**config.mk**
```make
export PLATFORM = sky130hd
export DESIGN_NAME = bcd_conv_arbiter
export DESIGN_NICKNAME = d
export VERILOG_FILES = /design/src/rtl/bcd_conv_arbiter.sv
export SDC_FILE = /design/constraint.sdc
export NUM_CORES = 1
export LEC_CHECK = 0
export BUFFER_PORTS_ARGS = -buffer_cell sky130_fd_sc_hd__buf_2
export CAP_MARGIN = 20
export CORE_ASPECT_RATIO = 1.75
export CORE_MARGIN = 10
export CORE_UTILIZATION = 40
export DETAILED_ROUTE_END_ITERATION = 10
export GPL_ROUTABILITY_DRIVEN = 0
export PLACE_DENSITY_LB_ADDON = 0.1
export SLEW_MARGIN = 5
export SYNTH_ARGS = -nofsm -noshare
export SYNTH_HDL_FRONTEND = slang
export SYNTH_SLANG_ARGS = --single-unit
```
**constraint.sdc**
```tcl
create_clock -name clk -period 2.35 [get_ports clk]
set_input_delay 0.235 -clock clk [delete_from_list [all_inputs] [get_ports clk]]
set_output_delay 0.235 -clock clk [all_outputs]
set_load 0.005 [all_outputs]
```
**src/rtl/bcd_conv_arbiter.sv**
```systemverilog
// Round-robin scheduler that shares one binary-to-BCD converter among N_REQ requesters.
// It latches the operand, resets and launches the converter, then returns the tagged result.
module bcd_conv_arbiter #(
  parameter int N_REQ   = 4,
  parameter int IN_W    = 7,
  parameter int MAX_VAL = 99,
  parameter int TIMEOUT = 64
) (
  input  logic                    clk,
  input  logic                    rst,
  input  logic [N_REQ-1:0]        req,
  input  logic [N_REQ*IN_W-1:0]   req_data,
  output logic [N_REQ-1:0]        gnt,
  output logic [7:0]              res_bcd,
  output logic [2:0]              res_id,
  output logic                    res_valid,
  output logic                    res_err,
  output logic                    conv_rst,
  output logic                    conv_init,
  output logic [IN_W-1:0]         conv_operand,
  input  logic                    conv_done,
  input  logic [7:0]              conv_bcd,
  output logic                    busy
);

  // state   | meaning
  // IDLE    | waiting for any request
  // GRANT   | operand latched; reject or reset converter
  // LAUNCH  | converter start pulse
  // WAIT    | waiting for conv_done or timeout
  // DELIVER | result, gnt and tag valid for one cycle
  localparam logic [2:0] S_IDLE    = 3'd0;
  localparam logic [2:0] S_GRANT   = 3'd1;
  localparam logic [2:0] S_LAUNCH  = 3'd2;
  localparam logic [2:0] S_WAIT    = 3'd3;
  localparam logic [2:0] S_DELIVER = 3'd4;

  localparam int CNT_W = $clog2(TIMEOUT);
  localparam logic [CNT_W-1:0] CNT_LAST = CNT_W'(TIMEOUT - 1);

  logic [2:0]       r_state;
  logic [2:0]       r_ptr;
  logic [2:0]       r_id;
  logic [IN_W-1:0]  r_operand;
  logic [7:0]       r_bcd;
  logic             r_err;
  logic [CNT_W-1:0] r_cnt;

  logic [2*N_REQ-1:0] w_dbl;
  logic               w_found;
  logic [2:0]         w_pick;
  int                 w_sum;
  logic [IN_W-1:0]    w_operand;
  logic               w_reject;
  logic               w_timeout;

  // Doubling the request vector lets a plain shift implement the wrap-around search.
  assign w_dbl = {req, req} >> r_ptr;

  always_comb begin
    w_found = 1'b0;
    w_pick  = 3'd0;
    w_sum   = 0;
    for (int k = 0; k < N_REQ; k++) begin
      if (!w_found && w_dbl[k]) begin
        w_found = 1'b1;
        w_sum   = int'(r_ptr) + k;
        if (w_sum >= N_REQ) w_sum = w_sum - N_REQ;
        w_pick  = 3'(w_sum);
      end
    end
  end

  always_comb begin
    w_operand = '0;
    for (int i = 0; i < N_REQ; i++) begin
      if (w_pick == 3'(i)) w_operand = req_data[i*IN_W +: IN_W];
    end
  end

  assign w_reject  = 32'(w_operand) > MAX_VAL;
  // A done arriving on the terminal-count cycle wins over the timeout.
  assign w_timeout = (r_state == S_WAIT) && !conv_done && (r_cnt == CNT_LAST);

  always_ff @(posedge clk or posedge rst) begin
    if (rst) begin
      r_state   <= S_IDLE;
      r_ptr     <= 3'd0;
      r_id      <= 3'd0;
      r_operand <= '0;
      r_bcd     <= 8'h00;
      r_err     <= 1'b0;
      r_cnt     <= '0;
    end else begin
      case (r_state)
        S_IDLE: begin
          if (w_found) begin
            r_id      <= w_pick;
            r_operand <= w_operand;
            r_err     <= w_reject;
            r_bcd     <= 8'h00;
            r_state   <= S_GRANT;
          end
        end
        S_GRANT:  r_state <= r_err ? S_DELIVER : S_LAUNCH;
        S_LAUNCH: begin
          r_cnt   <= '0;
          r_state <= S_WAIT;
        end
        S_WAIT: begin
          if (conv_done) begin
            r_bcd   <= conv_bcd;
            r_err   <= 1'b0;
            r_state <= S_DELIVER;
          end else if (r_cnt == CNT_LAST) begin
            r_bcd   <= 8'h00;
            r_err   <= 1'b1;
            r_state <= S_DELIVER;
          end else begin
            r_cnt <= r_cnt + 1'b1;
          end
        end
        S_DELIVER: begin
          r_ptr   <= (r_id == 3'(N_REQ - 1)) ? 3'd0 : r_id + 3'd1;
          r_state <= S_IDLE;
        end
        default: r_state <= S_IDLE;
      endcase
    end
  end

  assign res_valid    = (r_state == S_DELIVER);
  assign gnt          = res_valid ? (N_REQ'(1) << r_id) : '0;
  assign res_id       = res_valid ? r_id : 3'd0;
  assign res_bcd      = res_valid ? r_bcd : 8'h00;
  assign res_err      = res_valid & r_err;
  assign conv_rst     = ((r_state == S_GRANT) && !r_err) || w_timeout;
  assign conv_init    = (r_state == S_LAUNCH);
  assign conv_operand = r_operand;
  assign busy         = (r_state != S_IDLE);

endmodule

```
==> flow_metrics.py, run 1 <==
metrics = {
    "synthesis": {
        "netlist.area_leader.share_pct": 37.2,
        "synth.area.mux_share_pct": 15.2,
        "synth_nets": 268,
        "yosys.area_share.simple_pct": 20.5,
        "synth_seq_area_share_pct": 37.2,
        "ys_async_sr_fraction_pct": 100,
        "synth-xor-area-share_pct": 0.841,
        "syn_inst": 219,
        "synth_edf_count": 0,
        "syn_area_per_cell_um2": 9.51,
        "synth_top_family_by_area": "simple AND/OR/NAND/NOR gates",
        "synthAdderAreaFrac_pct": 3.60,
        "synth_area_leader_cell": "dfrtp_1",
        "ys_ff_latch": 31,
        "synth_area_leaders": "dfrtp_1 37%, mux2i_1 9.6%, and2_1 5.1%, mux2_2 4.9%, a22o_1 3.8%",
        "ys_warn_count": 0,
        "synthFlopType": "dfrtp_1",
        "netlist_area_mm2": 0.00208,
        "synth-compound-area-share_pct": 18.6,
        "synth_cell_types": 41,
    },
    "sta": {
        "period_share_pct": 93.6,
        "tns_ns": 0,
        "worst-slew-pin-transition_ns": 0.542,
        "setup_viol": 0,
        "slew-limit-headroom_pct": 63.8,
        "layout_setup_ws_ns": 0.151,
        "slew_viol_final": 0,
        "grt_setup_unrepaired": "false",
        "fin_crit_ns": 2.20,
        "hold_viol": 0,
        "max_freq_ghz": 0.455,
        "fin_worst_skew_ns": 0.00458,
    },
    "global_routing": {
        "grt_pass1_wl_um": 9270,
        "grt_max_degree": 32,
        "grt_pass1_vias": 2014,
        "grtUsageTotal_pct": 13.3,
        "antenna_found_initial": 0,
        "grt-ovfl-total": 0,
    },
    "final_layout": {
        "fillers": 483,
        "nets": 350,
        "n_antenna_cell": 0,
        "layout_common_cells": "69 x buf_2, 31 x dfrtp_1, 19 x mux2i_1, 17 x and2_1, 17 x nand2_1",
        "seqCellArea_um2": 776,
        "drive_above_1_share_pct": 35.8,
        "multi_input_area_mm2": 0.00123,
        "stdcell_count": 356,
        "mostFrequentLayoutCell": "buf_2",
        "final_core_util_pct": 53.3,
        "area_growth_pct": 28.5,
    },
    "clock_network": {
        "worst_skew_pair.late_latency_ns": 0.27,
        "numCtsBuffers": 5,
        "clk_pin_slew_ns": 0.07,
        "cts_sinks": 31,
        "cts-root-buf": "clkbuf_8",
        "h-tree-depth": 2,
        "cts_hold_buf": 0,
        "cts_tree": "yes",
        "clk_path_buf_depth": 2,
    },
    "placed_design": {
        "placedCellCount": 348,
        "io_buffer_count": 69,
        "pre_cts_ws_ns": 0.150,
        "dp_hpwl_um": 4610,
    },
    "die": {
        "start_util_pct": 41.5,
        "dieHeight_um": 115,
        "core_mm2": 0.00502,
        "die-area_mm2": 0.00861,
        "die_x_um": 74.6,
        "fp-row-count": 34,
        "ioPinCount": 70,
    },
    "drt": {
        "vias": 1876,
        "ant_nets": 0,
        "routed_wl_um": 5570,
        "first_pass_iters": 4,
        "vias_per_cell": 5.27,
        "wire_per_inst_um": 15.7,
        "drc": 0,
        "drt_iter0_drc": 41,
    },
    "critical_path": {
        "critical_path_arrival_ns": 2.36,
        "crit_path_frequent_cell": "mux2_2",
        "cp_slowest_cell": "dfrtp_1",
        "crit_chain": "mux2_2, and4_1, o21ai_1, a31o_1, mux2_2, o31a_1",
        "end_kind": "register",
        "cp-start-kind": "register",
        "path_class": "reg2reg",
        "slowest_delay_ns": 0.42,
        "critPathMaxFanout": 6,
        "required_ns": 2.51,
    },
    "power": {
        "ir_drop_uv": 534,
        "powerDensity_mw_per_mm2": 1190,
        "power_mw": 3.19,
        "p_leak_nw": 1.34,
    },
    "hold_path": {
        "holdCritPathClass": "in2async",
    },
    "run_status": {
        "status": "finished clean",
    },
    "flow_run": {
        "cap_violations": 0,
    },
}
-- kinds of logic (layout without fill, tap and decap cells) --
logic type / count (synthesis) / after routing
AND/OR/NAND/NOR: 81 / 81
multiplexers: 30 / 30
flip-flops: 31 / 31
AO/OA/AOI/OAI: 51 / 51
XOR/XNOR: 2 / 2
adder cells (fa/ha/maj): 6 / 6
buffers and inverters: 18 / 101
-- registers in the layout, indices dropped and copies added (netlist names) --
name and count:
r_bcd 8, r_id 3, r_ptr 3, r_err 1, r_cnt 6, r_state 3
conv_operand 7
-- report_power, final --
group | total, mW | switching, mW | internal [mW] | leakage [nW]
Sequential | 0.882 | 0.144 | 0.738 | 0.402
Clock | 0.534 | 0.192 | 0.343 | 0.0612
Combinational | 1.78 | 0.921 | 0.854 | 0.876
Total | 3.19 | 1.26 | 1.93 | 1.34
-- timing repair --
action                                 CTS  global route
setup endpoints to repair                0             4
gates resized for setup                  0             1
buffers inserted                         0             0
endpoints found under the hold margin    0             0
-- critical path, delay by kind of cell (launching register included) --
family          cells  cell delay (ns)
flops               1             0.42
mux                 2             0.73
compound gates      3             0.77
simple gates        1             0.17
-- through the flow --
step	cell area (um2)	hold slack (ns)
2_1_floorplan	2080	0.339
3_3_place_gp	2550	0.339
3_5_place_dp	2550	0.345
4_1_cts	2670	0.0379
5_1_grt	2680	0.0725
6_report	2680	0.0280
-- area by class of cell --
cell class | instances | area share, %
sequential | 31 | 29.0
inverter | 10 | 1.40
timing repair buffer | 83 | 16.8
clock buffer | 6 | 3.09
clock inverter | 2 | 1.31
multi-input combinational | 170 | 45.9
tap | 54 | 2.52
-- synthesized netlist by cell type, drive strengths merged, types with 4 or more instances --
| library cell | count |
|---|---|
| nand2 | 18 |
| nor2 | 15 |
| a31oi | 5 |
| mux2i | 20 |
| clkbuf | 5 |
| and2 | 17 |
| a22o | 9 |
| mux2 | 10 |
| nor3 | 4 |
| ha | 6 |
| o21ai | 20 |
| a21oi | 5 |
| inv | 10 |
| dfrtp | 31 |
| nand3 | 5 |
| nor2b | 6 |
-- worst paths after layout --
path,startpoint,depth (start not counted),end,slack [ns]
setup / recovery,r_ptr[0]$_DFFE_PP0P_,6,r_err$_DFFE_PP0P_,0.15
setup reg to reg,r_ptr[0]$_DFFE_PP0P_,6,r_err$_DFFE_PP0P_,0.15
max in group asynchronous,rst,3,r_ptr[0]$_DFFE_PP0P_,2.02
min in group clk,conv_bcd[7],2,r_bcd[7]$_DFFE_PP0P_,0.17
hold reg to reg,conv_operand[2]$_DFFE_PP0P_,2,conv_operand[2]$_DFFE_PP0P_,0.49
hold / removal,rst,3,conv_operand[0]$_DFFE_PP0P_,0.03
-- layer usage --
metal,routed length [um],track usage [%]
met1,2220,14.7
met2,2860,23.8
met3,451,4.28
met4,41,3.05
met5,0,0
No activity file was read; power rests on OpenSTA's default activity.
==> run 2: changes to the inputs <==
--- a/config.mk
+++ b/config.mk
@@ -7,9 +7,11 @@
 export LEC_CHECK = 0
 export BUFFER_PORTS_ARGS = -buffer_cell sky130_fd_sc_hd__buf_2
 export CAP_MARGIN = 20
+export CELL_PAD_IN_SITES_DETAIL_PLACEMENT = 0
+export CELL_PAD_IN_SITES_GLOBAL_PLACEMENT = 2
 export CORE_ASPECT_RATIO = 1.75
 export CORE_MARGIN = 10
-export CORE_UTILIZATION = 40
+export CORE_UTILIZATION = 30
 export DETAILED_ROUTE_END_ITERATION = 10
 export GPL_ROUTABILITY_DRIVEN = 0
 export PLACE_DENSITY_LB_ADDON = 0.1
==> run 2 against run 1 <==
Compared with the run above: sequential power shrank 0.8%; global-route usage down 1.9 points; via count is 1.0% higher; worst hold slack better by 0.0090 ns; setup slack worse by 0.048 ns; first-iteration DRC count rose by 140%; final area is 4.7% higher; flip-flop and latch count is the same; critical path type unchanged; critical endpoint is now conv_operand[3]$_DFFE_PP0P_; largest power group unchanged.
==> flow_metrics.py, run 2 (synthesis results as in run 1) <==
metrics = {
    "run_status": {
        "status": "finished clean",
    },
    "placed_design": {
        "dp_hpwl_um": 5070,
        "placedCellCount": 380,
        "io_buffer_count": 69,
        "dpl_cell_area_mm2": 0.00261,
    },
    "final_layout": {
        "top_register": "r_bcd",
        "layout_common_cells": "69 x buf_2, 31 x dfrtp_1, 20 x mux2i_1, 17 x nand2_1",
        "mostFrequentLayoutCell": "buf_2",
        "area_growth_pct": 34.5,
        "nets": 353,
        "fin_area_mm2": 0.00280,
        "seqCellArea_um2": 776,
        "multi_input_area_mm2": 0.00123,
        "drive_above_1_share_pct": 37.0,
        "stdcell_count": 389,
        "n_antenna_cell": 0,
        "fillers": 724,
        "largest_register_ffs": 8,
    },
    "clock_network": {
        "clk_pin_slew_ns": 0.05,
        "cts_hold_buf": 0,
        "clk_path_buf_depth": 2,
        "cts_sinks": 31,
        "h-tree-depth": 2,
        "numCtsBuffers": 5,
        "worst_skew_pair.late_latency_ns": 0.27,
        "cts_tree": "yes",
        "cts-root-buf": "clkbuf_16",
    },
    "sta": {
        "worst-slew-pin-transition_ns": 0.559,
        "slew_viol_final": 0,
        "tns_ns": 0,
        "max_freq_ghz": 0.445,
        "hold_viol": 0,
        "period_share_pct": 95.6,
        "fin_worst_skew_ns": 0.00385,
        "fin_crit_ns": 2.25,
        "setup_viol": 0,
        "slew-limit-headroom_pct": 62.6,
    },
    "power": {
        "ir_drop_uv": 441,
        "p_leak_nw": 1.38,
        "powerDensity_mw_per_mm2": 1250,
        "power_mw": 3.50,
    },
    "global_routing": {
        "grt_pass1_vias": 2011,
        "grt_max_degree": 32,
        "grt-ovfl-total": 0,
        "grt_pass1_wl_um": 10100,
        "antenna_found_initial": 0,
        "grtUsageTotal_pct": 11.4,
    },
    "die": {
        "core_mm2": 0.00681,
        "die-area_mm2": 0.0108,
        "die_x_um": 83.0,
        "start_util_pct": 30.6,
        "fp-row-count": 40,
        "dieHeight_um": 130,
        "ioPinCount": 70,
    },
    "critical_path": {
        "required_ns": 2.51,
        "critical_path_arrival_ns": 2.41,
        "end_kind": "register",
        "cp-start-kind": "register",
        "path_class": "reg2reg",
        "critPathMaxFanout": 9,
    },
    "drt": {
        "ant_nets": 0,
        "drc": 0,
        "drt_iter0_drc": 99,
        "wl_met3_um": 308,
        "first_pass_iters": 4,
        "wire_per_inst_um": 15.8,
        "drt-met1-wl_um": 2380,
        "vias_per_cell": 4.87,
        "top_layer": "met4",
        "routed_wl_um": 6150,
        "vias": 1895,
        "wl_met2_um": 3380,
    },
    "flow_run": {
        "cap_violations": 0,
    },
    "hold_path": {
        "holdCritPathClass": "in2async",
    },
}
[run 2: cell count changes in the layout (fill, tap and decap cells not counted), sizes merged]
cell	before	now
buf	83	86
[run 2: per-layer routing]
metal	track usage, %	vias up
met2	21.1	45
li1	-	956
met3	3.18	4
met5	0	-
met1	11.9	890
met4	3.92	0
[run 2: worst max-delay path: stages, from the launching register on]
cell      delay [ns]
dfrtp_1         0.41
buf_4           0.18
nand2b_1        0.18
and2_2          0.24
a21o_1          0.22
a31oi_4         0.26
mux2i_1         0.22
mux2i_1         0.13
mux2_2          0.28
[run 2: final timing paths]
check                      depth (start not counted)                        start  slack [ns]                     endpoint
setup / recovery                                   8         r_ptr[0]$_DFFE_PP0P_        0.10  conv_operand[3]$_DFFE_PP0P_
hold / removal                                     3                          rst        0.04         r_bcd[2]$_DFFE_PP0P_
setup reg to reg                                   8         r_ptr[0]$_DFFE_PP0P_        0.10  conv_operand[3]$_DFFE_PP0P_
hold reg to reg                                    2  conv_operand[0]$_DFFE_PP0P_        0.48  conv_operand[0]$_DFFE_PP0P_
max in group asynchronous                          3                          rst        2.01         r_cnt[2]$_DFFE_PP0P_
min in group clk                                   2                  conv_bcd[4]        0.18         r_bcd[4]$_DFFE_PP0P_
[run 2: layout make-up]
class	instances	share of cell area, %
tap	84	3.75
timing repair buffer	86	17.0
multi-input combinational	170	44.0
clock buffer	6	4.96
clock inverter	2	1.25
sequential	31	27.7
inverter	10	1.34
[run 2: through the flow]
step                hold WS, ns  util [%]  setup slack [ns]
floorplan                 0.339         -             0.270
global placement          0.354      38.3             0.100
detailed placement        0.349      38.3            0.0631
CTS                      0.0553      40.9            0.0478
global route             0.0761      41.2         -0.000572
finish                   0.0370      41.2             0.103
[run 2: what timing repair did]
| item | in CTS | in global routing |
|---|---|---|
| resized for setup | 0 | 4 |
| setup buffers | 0 | 1 |
| endpoints found under the setup margin | 0 | 8 |
[run 2: report_power, final]
part,switching (mW),total [mW],internal (mW),leakage [nW]
Clock,0.228,0.754,0.526,0.0868
Combinational,0.975,1.87,0.896,0.895
Sequential,0.136,0.875,0.739,0.402
